===== src/rtl/ram_bank.sv =====
// ram_bank: parametrised synchronous single-port RAM with a registered read
// port and a hardware clear sequencer that zeroes every word after reset or
// on a clear pulse. Requests arriving during the sweep are discarded and
// flagged one cycle later on 'dropped'.
//
// Ports:
//   clk       clock, rising edge
//   rst       synchronous active-high reset (starts a clear sweep)
//   memoryEN  access request
//   rw        1 = read, 0 = write
//   adress    word address
//   in_word   write data
//   clear     single-cycle pulse restarting the zeroing sweep
//   out_word  registered read data (zero when not valid)
//   out_valid out_word holds read data this cycle
//   busy      clear sweep in progress
//   dropped   request sampled last cycle was discarded
module ram_bank #(
  parameter int unsigned WIDTH  = 8,
  parameter int unsigned ADDR_W = 4
) (
  input  logic              clk,
  input  logic              rst,
  input  logic              memoryEN,
  input  logic              rw,
  input  logic [ADDR_W-1:0] adress,
  input  logic [WIDTH-1:0]  in_word,
  input  logic              clear,
  output logic [WIDTH-1:0]  out_word,
  output logic              out_valid,
  output logic              busy,
  output logic              dropped
);

  localparam int unsigned DEPTH = 1 << ADDR_W;

  typedef enum logic {
    CLEAR,
    IDLE
  } state_t;

  state_t            state;
  logic [ADDR_W-1:0] clr_addr;
  logic [WIDTH-1:0]  mem [DEPTH];

  logic              we;
  logic [ADDR_W-1:0] wa;
  logic [WIDTH-1:0]  wd;

  // Single write port shared by the sweep and user writes; reset and a
  // clear pulse suppress any write in that cycle.
  always_comb begin
    we = 1'b0;
    wa = adress;
    wd = in_word;
    if (!rst && !clear) begin
      if (state == CLEAR) begin
        we = 1'b1;
        wa = clr_addr;
        wd = '0;
      end else if (memoryEN && !rw) begin
        we = 1'b1;
      end
    end
  end

  always_ff @(posedge clk) begin
    if (we) begin
      mem[wa] <= wd;
    end
  end

  always_ff @(posedge clk) begin
    if (rst) begin
      state     <= CLEAR;
      clr_addr  <= '0;
      out_word  <= '0;
      out_valid <= 1'b0;
      busy      <= 1'b1;
      dropped   <= 1'b0;
    end else begin
      dropped   <= memoryEN && (clear || state == CLEAR);
      out_word  <= '0;
      out_valid <= 1'b0;
      if (clear) begin
        state    <= CLEAR;
        clr_addr <= '0;
        busy     <= 1'b1;
      end else begin
        case (state)
          CLEAR: begin
            // Last word written this cycle; hold clr_addr rather than wrap.
            if (clr_addr == '1) begin
              state <= IDLE;
              busy  <= 1'b0;
            end else begin
              clr_addr <= clr_addr + 1'b1;
            end
          end
          IDLE: begin
            if (memoryEN && rw) begin
              out_word  <= mem[adress];
              out_valid <= 1'b1;
            end
          end
          default: state <= CLEAR;
        endcase
      end
    end
  end

endmodule


===== config.mk =====
export PLATFORM = sky130hd
export DESIGN_NAME = ram_bank
export DESIGN_NICKNAME = d
export VERILOG_FILES = /design/src/rtl/ram_bank.sv
export SDC_FILE = /design/constraint.sdc
export NUM_CORES = 1
export LEC_CHECK = 0
export ABC_AREA = 1
export ABC_CLOCK_PERIOD_IN_PS = 4800
export CAP_MARGIN = 40
export CELL_PAD_IN_SITES_DETAIL_PLACEMENT = 1
export CELL_PAD_IN_SITES_GLOBAL_PLACEMENT = 1
export CORE_UTILIZATION = 47
export DETAILED_ROUTE_END_ITERATION = 6
export HOLD_SLACK_MARGIN = 0.12
export PLACE_DENSITY_LB_ADDON = 0.1
export SLEW_MARGIN = 5
export SYNTH_ARGS = -nofsm -noshare
export SYNTH_HDL_FRONTEND = slang
export SYNTH_SLANG_ARGS = --single-unit

===== constraint.sdc =====
create_clock -name clk -period 4.8 [get_ports clk]
set_input_delay 0.48 -clock clk [delete_from_list [all_inputs] [get_ports clk]]
set_output_delay 0.48 -clock clk [all_outputs]
set_load 0.02 [all_outputs]

==> results.toml, run 1 <==
[global_route]
grt_usage_pct = 26.0
grt_pass1_wl_um = 26300
grt_remaining_overflow = 0
grt_pass1_vias = 4729
grt_max_degree = 66
antenna_found_initial = 0

[power_and_ir_drop]
powerDensity_nw_per_um2 = 399
net-switching-power_mw = 0.638
cell_internal_pwr_mw = 2.30
p_leak_nw = 3.18
ir_drop_mv = 0.207
netSwitchingFraction_pct = 21.7
power_frac_clock_pct = 46.2
pwr-share-comb_pct = 6.6
p_seq_share_pct = 47.3

[yosys]
yosys-top-cells-area = "edfxtp_1 (61%), nand2_1 (11%), inv_1 (7.6%)"
ys_seq_area_share_pct = 66.2
syn_avg_cell_area_um2 = 9.81
synth_area_um2 = 6290
ys.flop_type = "edfxtp_1"
synthTopCellsByCount = "nand2_1 (182), edfxtp_1 (128), inv_1 (128)"
synth_top_cell_by_area = "edfxtp_1"
ys.warnings.count = 0
async_flop_share_pct = 0
syn_inst = 641
syn_nets = 659
synth_top_cell_area_share_pct = 61.1
synth-edff-count = 128
yosys_register_bits = 144
ys_types = 23
yosys.cell_count.top_type = "nand2_1"

[critical_path]
startpoint_type = "input pin"
crit_top_cell = "nand2_1"
crit_type = "input pin to register"
r2r_slack_ns = 2.73
path_buf_inv = 4
reg2reg_depth = 7
cp.required_ns = 4.86
end_kind = "register"
critical_path.max_fanout = 33
arrival_ns = 2.80
startpoint = "adress[1]"
cp_cell_sequence = "clkdlybuf4s50_1 -> buf_4 -> inv_2 -> nand2_1 -> o21ai_1 -> inv_1 -> nand2_1 -> nor2_1"
crit_slowest_cell = "nor2_1"
slowest_delay_ns = 0.66
reg2reg_from = "state$_SDFF_PP0_"
reg2reg_to = "mem[11][7]$_DFFE_PP_"
crit_family = "buffers and inverters"

[hold_path]
hp-start = "busy$_SDFFE_PP1P_"
hold_path_depth = 2
hp-class = "register to register"
whs_endpoint = "busy$_SDFFE_PP1P_"

[sta]
timing.final.crit_share_pct = 57.1
finalHoldViolCount = 0
slew_headroom_pct = 43.1
rsz0062_at_grt = "false"
slew_violations = 0
setup_ws_ns = 2.06
worst_pin_slew_ns = 0.852
fin_crit_ns = 2.74
skew_ns = 0.00699
timing.fmax_mhz = 365
fin_tns_setup_ns = 0
finalSetupViolCount = 0

[route]
dr_total_vias = 4430
wl_per_cell_um = 19.4
drtPass1Iterations = 5
wl_um = 16600
vias_per_cell = 5.17
drt_drc_violations_left = 0
drt-initial-drc-count = 357
ant_nets = 0

[final_layout]
area_growth_pct = 17.1
antenna_cells = 0
nFillCells = 1437
drive_above_1_share_pct = 8.76
nets = 690
fin_cells = 857

[placement]
dp_cells = 825
hpwl_um = 11100
io_buffers = 27
dp_slack_ns = 1.62
place_congestion = 0.886

[clocking]
cts_tree = "done"
cts_resized = 0
cts_buffers = 17
clockBufferDepth = 2
clk_latency_ns = 0.43
ctsHoldBuffers = 0
path_clk_slew_ns = 0.06
cts.sinks = 144
cts_max_level = 4
cts_setup_buffers = 0
cts_root_buf = "clkbuf_16"

[die]
ioPinCount = 28
die_area_um2 = 13800
initial_core_util_pct = 49.0
row_count = 41
die_h_um = 118
core_area_um2 = 12800
dieWidth_um = 118

[job]
maxCapViolations = 0

[run_status]
status = "finished clean"
## flip-flops by register name, summed over array words and instances, names as in the netlist
register   flops
busy           1
clr_addr       4
state          1
dropped        1
out_word       8
mem          128
out_valid      1
## layer usage
metal / vias to the layer above / wire [um] / GRT usage (%)
met5: - / 0 / 0
met4: 0 / 352 / 10.6
met3: 29 / 923 / 5.33
met2: 131 / 8340 / 43.2
met1: 2173 / 6970 / 33.0
li1: 2097 / - / -
## per-stage QoR
step / utilization [%] / instance area [um2] / total power, mW / hold WS [ns]
floorplan: - / 6290 / 1.52 / 0.459
global placement: 52.3 / 6710 / 1.59 / 0.457
detailed placement: 52.7 / 6760 / 1.61 / 0.462
CTS: 57.4 / 7360 / 2.96 / 0.478
global route: 57.4 / 7360 / 3.02 / 0.535
finish: 57.4 / 7360 / 2.94 / 0.480
## power by group through the flow
stage	Sequential (mW)	Clock (mW)	Combinational (mW)
2_1_floorplan	1.41	0	0.111
3_3_place_gp	1.41	0	0.179
3_5_place_dp	1.41	0	0.191
4_1_cts	1.39	1.38	0.194
5_1_grt	1.39	1.42	0.211
6_report	1.39	1.36	0.193
## tightest hold or removal path, stage by stage, from the launching register on
cell     delay, ns
dfxtp_1       0.31
o21ai_0       0.07
nand2_1       0.05
## cell type report
cell class | count | area [um2] | area share [%]
repair buffers | 37 | 367 | 4.98
multi-input cells | 338 | 1510 | 20.5
flip-flops and latches | 144 | 4160 | 56.6
inverters | 134 | 505 | 6.86
well taps | 172 | 215 | 2.92
clock inverters | 13 | 169 | 2.29
clock buffers | 19 | 433 | 5.88
## worst max-delay path by stage
stage	endpoint	cells past startpoint
final	mem[11][7]$_DFFE_PP_	8
after global routing	mem[8][2]$_DFFE_PP_	7
after CTS	mem[8][2]$_DFFE_PP_	7
after detailed placement	mem[8][0]$_DFFE_PP_	7
after global placement	mem[8][3]$_DFFE_PP_	7
after floorplan	mem[0][0]$_DFFE_PP_	7
## layout by cell type (no fill, tap or decap), types with 2 or more instances in the layout
cell type        netlist  final
nand3_2                4      4
nand2_1              182    182
clkbuf_16              0     17
inv_2                  4      5
dfxtp_1               16     16
clkinv_1               1      3
o21ai_0                5      5
clkdlybuf4s50_1        0     26
clkbuf_1               4      2
buf_8                  0      3
a21oi_1               11     11
nor2_2                 0      5
nor2_1                36     31
bufinv_16              0      4
edfxtp_1             128    128
nand3_1               90     90
clkinv_2               0      5
o21ai_2                2      2
inv_1                128    127
buf_4                  1      6
o21ai_1                2      2
## cells by family after synthesis
group	count (synthesis)	share of synthesized area [%]
adders and majority gates	1	0.199
DFF	144	66.2
xor gates and xnor gates	1	0.139
AOI/OAI and AO/OA	21	2.05
buffers and inverters	159	9.99
and+or+nand+nor	315	21.4
Power figures use the tool's default switching activity.
==> run 2, diff against run 1 <==
--- a/config.mk
+++ b/config.mk
@@ -6,7 +6,7 @@
 export NUM_CORES = 1
 export LEC_CHECK = 0
 export ABC_AREA = 1
-export ABC_CLOCK_PERIOD_IN_PS = 4800
+export ABC_CLOCK_PERIOD_IN_PS = 2600
 export CAP_MARGIN = 40
 export CELL_PAD_IN_SITES_DETAIL_PLACEMENT = 1
 export CELL_PAD_IN_SITES_GLOBAL_PLACEMENT = 1
==> constraint.sdc (replaced) <==
create_clock -name clk -period 2.6 [get_ports clk]
set_input_delay 0.26 -clock clk [delete_from_list [all_inputs] [get_ports clk]]
set_output_delay 0.26 -clock clk [all_outputs]
set_load 0.02 [all_outputs]
==> run 2 against run 1 <==
Against the previous run:
- global-route usage rose by 0.29 points
- clock power rose by 58%
- first-iteration DRC count decreased by 2.5%
- sequential share of layout area shrank 0.22 points
- design area increased by 0.39%
- hold slack worse by 0.057 ns
- core utilization up 0.22 points
- combinational power grew 89%
==> results.toml, run 2 (synthesized netlist as in run 1, its figures left out) <==
[clocking]
cts_root_buf = "clkbuf_16"
cts_setup_buffers = 0
cts_resized = 0
cts_tree = "done"
clockBufferDepth = 2
cts_max_level = 4
cts.sinks = 144
cts_buffers = 17
clk_latency_ns = 0.42
path_clk_slew_ns = 0.05
ctsHoldBuffers = 0

[critical_path]
slowest_delay_ns = 0.46
crit_type = "input pin to register"
cp_cell_sequence = "clkdlybuf4s50_1 -> nor2_4 -> nand2_4 -> o21ai_1 -> nand2_1 -> nor2_1 -> buf_4"
reg2reg_to = "mem[14][4]$_DFFE_PP_"
crit_slowest_cell = "clkdlybuf4s50_1"
reg2reg_depth = 6
crit_family = "simple AND/OR/NAND/NOR gates"
critical_path.max_fanout = 10
cp.depth = 7
startpoint = "rst"
reg2reg_from = "state$_SDFF_PP0_"
cp.required_ns = 2.73
setup.worst_path.end = "mem[14][4]$_DFFE_PP_"
startpoint_type = "input pin"
end_kind = "register"
arrival_ns = 1.95
path_buf_inv = 2
r2r_slack_ns = 0.90

[final_layout]
regArea_um2 = 4160
area_growth_pct = 17.5
drive_above_1_share_pct = 9.93
design_area_um2 = 7390
nFillCells = 1440
postLayoutCoreUtil_pct = 57.6
regMostFlops = "mem"
top_regs = "mem x128, out_word x8, clr_addr x4"
antenna_cells = 0
fin_cells = 877
multi_input_area_um2 = 1500
largest_register_ffs = 128
nets = 711
layout_commonest_cell = "nand2_1"
final_cell_mix = "nand2_1 (182), edfxtp_1 (128), inv_1 (127)"

[die]
die_area_um2 = 13800
die_h_um = 118
ioPinCount = 28
core_area_um2 = 12800
initial_core_util_pct = 49.0
dieWidth_um = 118
row_count = 41

[route]
ant_nets = 0
vias_per_cell = 5.11
dr_total_vias = 4479
drtPass1Iterations = 4
drt-initial-drc-count = 348
wl_um = 16700
wl_per_cell_um = 19.0
drt_drc_violations_left = 0

[sta]
fin_crit_ns = 1.82
worst_pin_slew_ns = 0.720
fin_tns_setup_ns = 0
setup_ws_ns = 0.780
finalHoldViolCount = 0
slew_violations = 0
timing.fmax_mhz = 550
timing.final.crit_share_pct = 70.0
rsz0062_at_grt = "false"
slew_headroom_pct = 52.0
finalSetupViolCount = 0
skew_ns = 0.00545
holdWs_ns = 0.423

[global_route]
grt_max_degree = 65
grt_usage_pct = 26.2
grt_pass1_wl_um = 26600
grt_pass1_vias = 4856
antenna_found_initial = 0
grt_remaining_overflow = 0

[placement]
dp_cells = 846
io_buffers = 27
dpl_cell_area_um2 = 6880
hpwl_um = 11000
place_congestion = 0.770
dp_slack_ns = 0.345

[power_and_ir_drop]
fin_total_pwr_mw = 5.08
ir_drop_mv = 0.414
p_leak_nw = 3.23
powerDensity_nw_per_um2 = 687

[job]
maxCapViolations = 0

[run_status]
status = "finished clean"

[hold_path]
hp-class = "input pin to register"
[run 2: cell types whose count changed in the layout (fill, tap and decap cells not counted)]
cell,delta
buf_8,-3
clkinv_2,-2
clkinv_1,+3
nor2_1,+5
nor2_2,-5
buf_6,-1
clkinv_4,-1
clkbuf_1,+2
buf_4,+25
bufinv_16,-3
[run 2: report_power, final]
| part | switching [mW] | internal (mW) |
|---|---|---|
| clock network | 0.865 | 1.28 |
| logic | 0.259 | 0.106 |
| registers | 0.00844 | 2.56 |
[run 2: layer usage]
metal,wire length [um],GRT usage [%],vias to the layer above
met5,0,0,-
met4,428,11.7,0
met3,646,4.07,33
met2,8520,44.1,121
met1,7070,33.6,2194
li1,-,-,2131
[run 2: worst min-delay path by stage]
stage | startpoint | endpoint | slack, ns | cells past startpoint
after floorplan | rst | dropped$_SDFF_PP0_ | 0.33 | 1
after global placement | busy$_SDFFE_PP1P_ | busy$_SDFFE_PP1P_ | 0.46 | 2
after detailed placement | busy$_SDFFE_PP1P_ | busy$_SDFFE_PP1P_ | 0.46 | 2
after CTS | memoryEN | dropped$_SDFF_PP0_ | 0.42 | 3
after global routing | memoryEN | dropped$_SDFF_PP0_ | 0.43 | 3
final | memoryEN | dropped$_SDFF_PP0_ | 0.42 | 3
[run 2: layout make-up]
cell class                      count  area share [%]
Tap cell                          172            2.91
Multi-Input combinational cell    338            20.3
Inverter                          134            6.84
Timing Repair Buffer               58            6.74
Sequential cell                   144            56.3
Clock buffer                       21            5.96
Clock inverter                     10           0.965
[run 2: worst reg2reg max path, cell delays in order (launching register included)]
cell and delay, ns:
dfxtp_1 0.32, inv_1 0.13, nand2_4 0.13, o21ai_1 0.25, nand2_1 0.21, nor2_1 0.18
buf_4 0.19
==> run 3, diff against run 2 <==
--- a/config.mk
+++ b/config.mk
@@ -6,7 +6,7 @@
 export NUM_CORES = 1
 export LEC_CHECK = 0
 export ABC_AREA = 1
-export ABC_CLOCK_PERIOD_IN_PS = 2600
+export ABC_CLOCK_PERIOD_IN_PS = 1800
 export CAP_MARGIN = 40
 export CELL_PAD_IN_SITES_DETAIL_PLACEMENT = 1
 export CELL_PAD_IN_SITES_GLOBAL_PLACEMENT = 1
==> constraint.sdc (replaced) <==
create_clock -name clk -period 1.8 [get_ports clk]
set_input_delay 0.18 -clock clk [delete_from_list [all_inputs] [get_ports clk]]
set_output_delay 0.18 -clock clk [all_outputs]
set_load 0.02 [all_outputs]
==> run 3 against run 2 <==
Against the previous run:
- hold slack worse by 0.081 ns
- die area unchanged
- critical path depth up 2
- critical endpoint is now mem[3][6]$_DFFE_PP_
- largest power group is now clock
==> results.toml, run 3 (synthesized netlist as in run 1, its figures left out) <==
[run_status]
status = "finished clean"

[clocking]
clk_latency_ns = 0.42
cts_resized = 0
cts_max_level = 4
clockBufferDepth = 2
cts_root_buf = "clkbuf_16"
cts_setup_buffers = 0
cts.sinks = 144
path_clk_slew_ns = 0.06
cts_buffers = 17
ctsHoldBuffers = 0
cts_tree = "done"

[die]
row_count = 41
initial_core_util_pct = 49.0
die_h_um = 118
ioPinCount = 28
die_area_um2 = 13800
core_area_um2 = 12800
dieWidth_um = 118

[global_route]
grt_util_met2_pct = 45.3
met3_usage_pct = 4.94
top_usage_layer = "met2"
grt_remaining_overflow = 0
grt_pass1_wl_um = 27600
grt.met1_usage_pct = 36.0
grt_max_degree = 65
antenna_found_initial = 0
grt_pass1_vias = 4924
grt_usage_pct = 27.3

[critical_path]
crit_type = "input pin to register"
r2r_slack_ns = 0.08
cp.required_ns = 1.93
end_kind = "register"
startpoint_type = "input pin"
reg2reg_to = "mem[3][6]$_DFFE_PP_"
startpoint = "rst"
reg2reg_depth = 8
arrival_ns = 1.88
critical_path.max_fanout = 9
reg2reg_from = "state$_SDFF_PP0_"

[placement]
io_buffers = 27
hpwl_um = 11700
place_congestion = 0.794
dp_slack_ns = -0.362
dp_cells = 853

[sta]
slew_violations = 0
slew_headroom_pct = 73.4
worst_pin_slew_ns = 0.399
finalHoldViolCount = 0
fin_crit_ns = 1.75
skew_ns = 0.00986
fin_tns_setup_ns = 0
finalSetupViolCount = 0
timing.fmax_mhz = 572
timing.final.crit_share_pct = 97.1
setup_ws_ns = 0.0519

[job]
maxCapViolations = 0

[route]
vias_per_cell = 5.20
drt-initial-drc-count = 385
wl_um = 17600
drt_drc_violations_left = 0
dr_total_vias = 4603
wl_per_cell_um = 19.9
ant_nets = 0
drtPass1Iterations = 5

[final_layout]
regMostFlops = "mem"
postLayoutCoreUtil_pct = 60.2
top_regs = "mem x128, out_word x8, clr_addr x4"
largest_register_ffs = 128
nets = 718
layout_commonest_cell = "nand2_1"
fin_cells = 885
area_growth_pct = 22.8
final_cell_mix = "nand2_1 (182), edfxtp_1 (128), inv_1 (126)"
drive_above_1_share_pct = 12.1
antenna_cells = 0

[power_and_ir_drop]
p_leak_nw = 3.38
powerDensity_nw_per_um2 = 1060
fin_total_pwr_mw = 8.17
ir_drop_mv = 0.740

[hold_path]
whs_endpoint = "dropped$_SDFF_PP0_"
hp-class = "input pin to register"
hp-start = "memoryEN"
hold_path_depth = 3
run 3: cell count changes in the layout (fill, tap and decap cells not counted), sizes merged:
| cell | change |
|---|---|
| clkinv | -1 |
| buf | +7 |
| clkbuf | -3 |
| bufinv | +5 |
run 3: worst max-delay path by stage:
stage	to	slack (ns)	cells past startpoint
after global placement	mem[15][1]$_DFFE_PP_	-0.21	8
final	mem[3][6]$_DFFE_PP_	0.05	9
after floorplan	mem[11][0]$_DFFE_PP_	0.20	7
after detailed placement	mem[3][4]$_DFFE_PP_	-0.36	9
after CTS	mem[2][3]$_DFFE_PP_	0.009	8
after global routing	mem[3][6]$_DFFE_PP_	-0.006	9
run 3: critical path: stages:
cell and delay, ns:
clkdlybuf4s50_1 0.47, nor2_4 0.21, nand2_4 0.12, nand2_1 0.09
o21ai_1 0.12, inv_1 0.13, nand2_1 0.15, nor2_1 0.20
buf_4 0.20
run 3: power breakdown:
part	internal (mW)	switching (mW)	total [mW]	leakage, nW
Sequential	3.69	0.0135	3.70	1.29
Combinational	0.197	0.392	0.589	1.77
Clock	2.57	1.30	3.87	0.316
Total	6.46	1.71	8.17	3.38
run 3: routing by layer:
metal	part of all wire, %	wire length, um
met1	43	7600
met2	50	8760
met3	5.2	917
met4	1.8	320
met5	0	0
run 3: per-stage QoR:
step	hold WS [ns]	instance area (um2)
2_1_floorplan	0.252	6290
5_1_grt	0.357	7720
4_1_cts	0.336	7720
3_5_place_dp	0.473	7070
6_report	0.342	7720
3_3_place_gp	0.455	7070
run 3: final cells by class:
class | instances | area (um2)
repair buffers | 65 | 688
clock buffers | 18 | 429
fillers | 1420 | 5100
flip-flops and latches | 144 | 4160
clock inverters | 14 | 219
well taps | 172 | 215
multi-input cells | 338 | 1500
inverters | 134 | 505
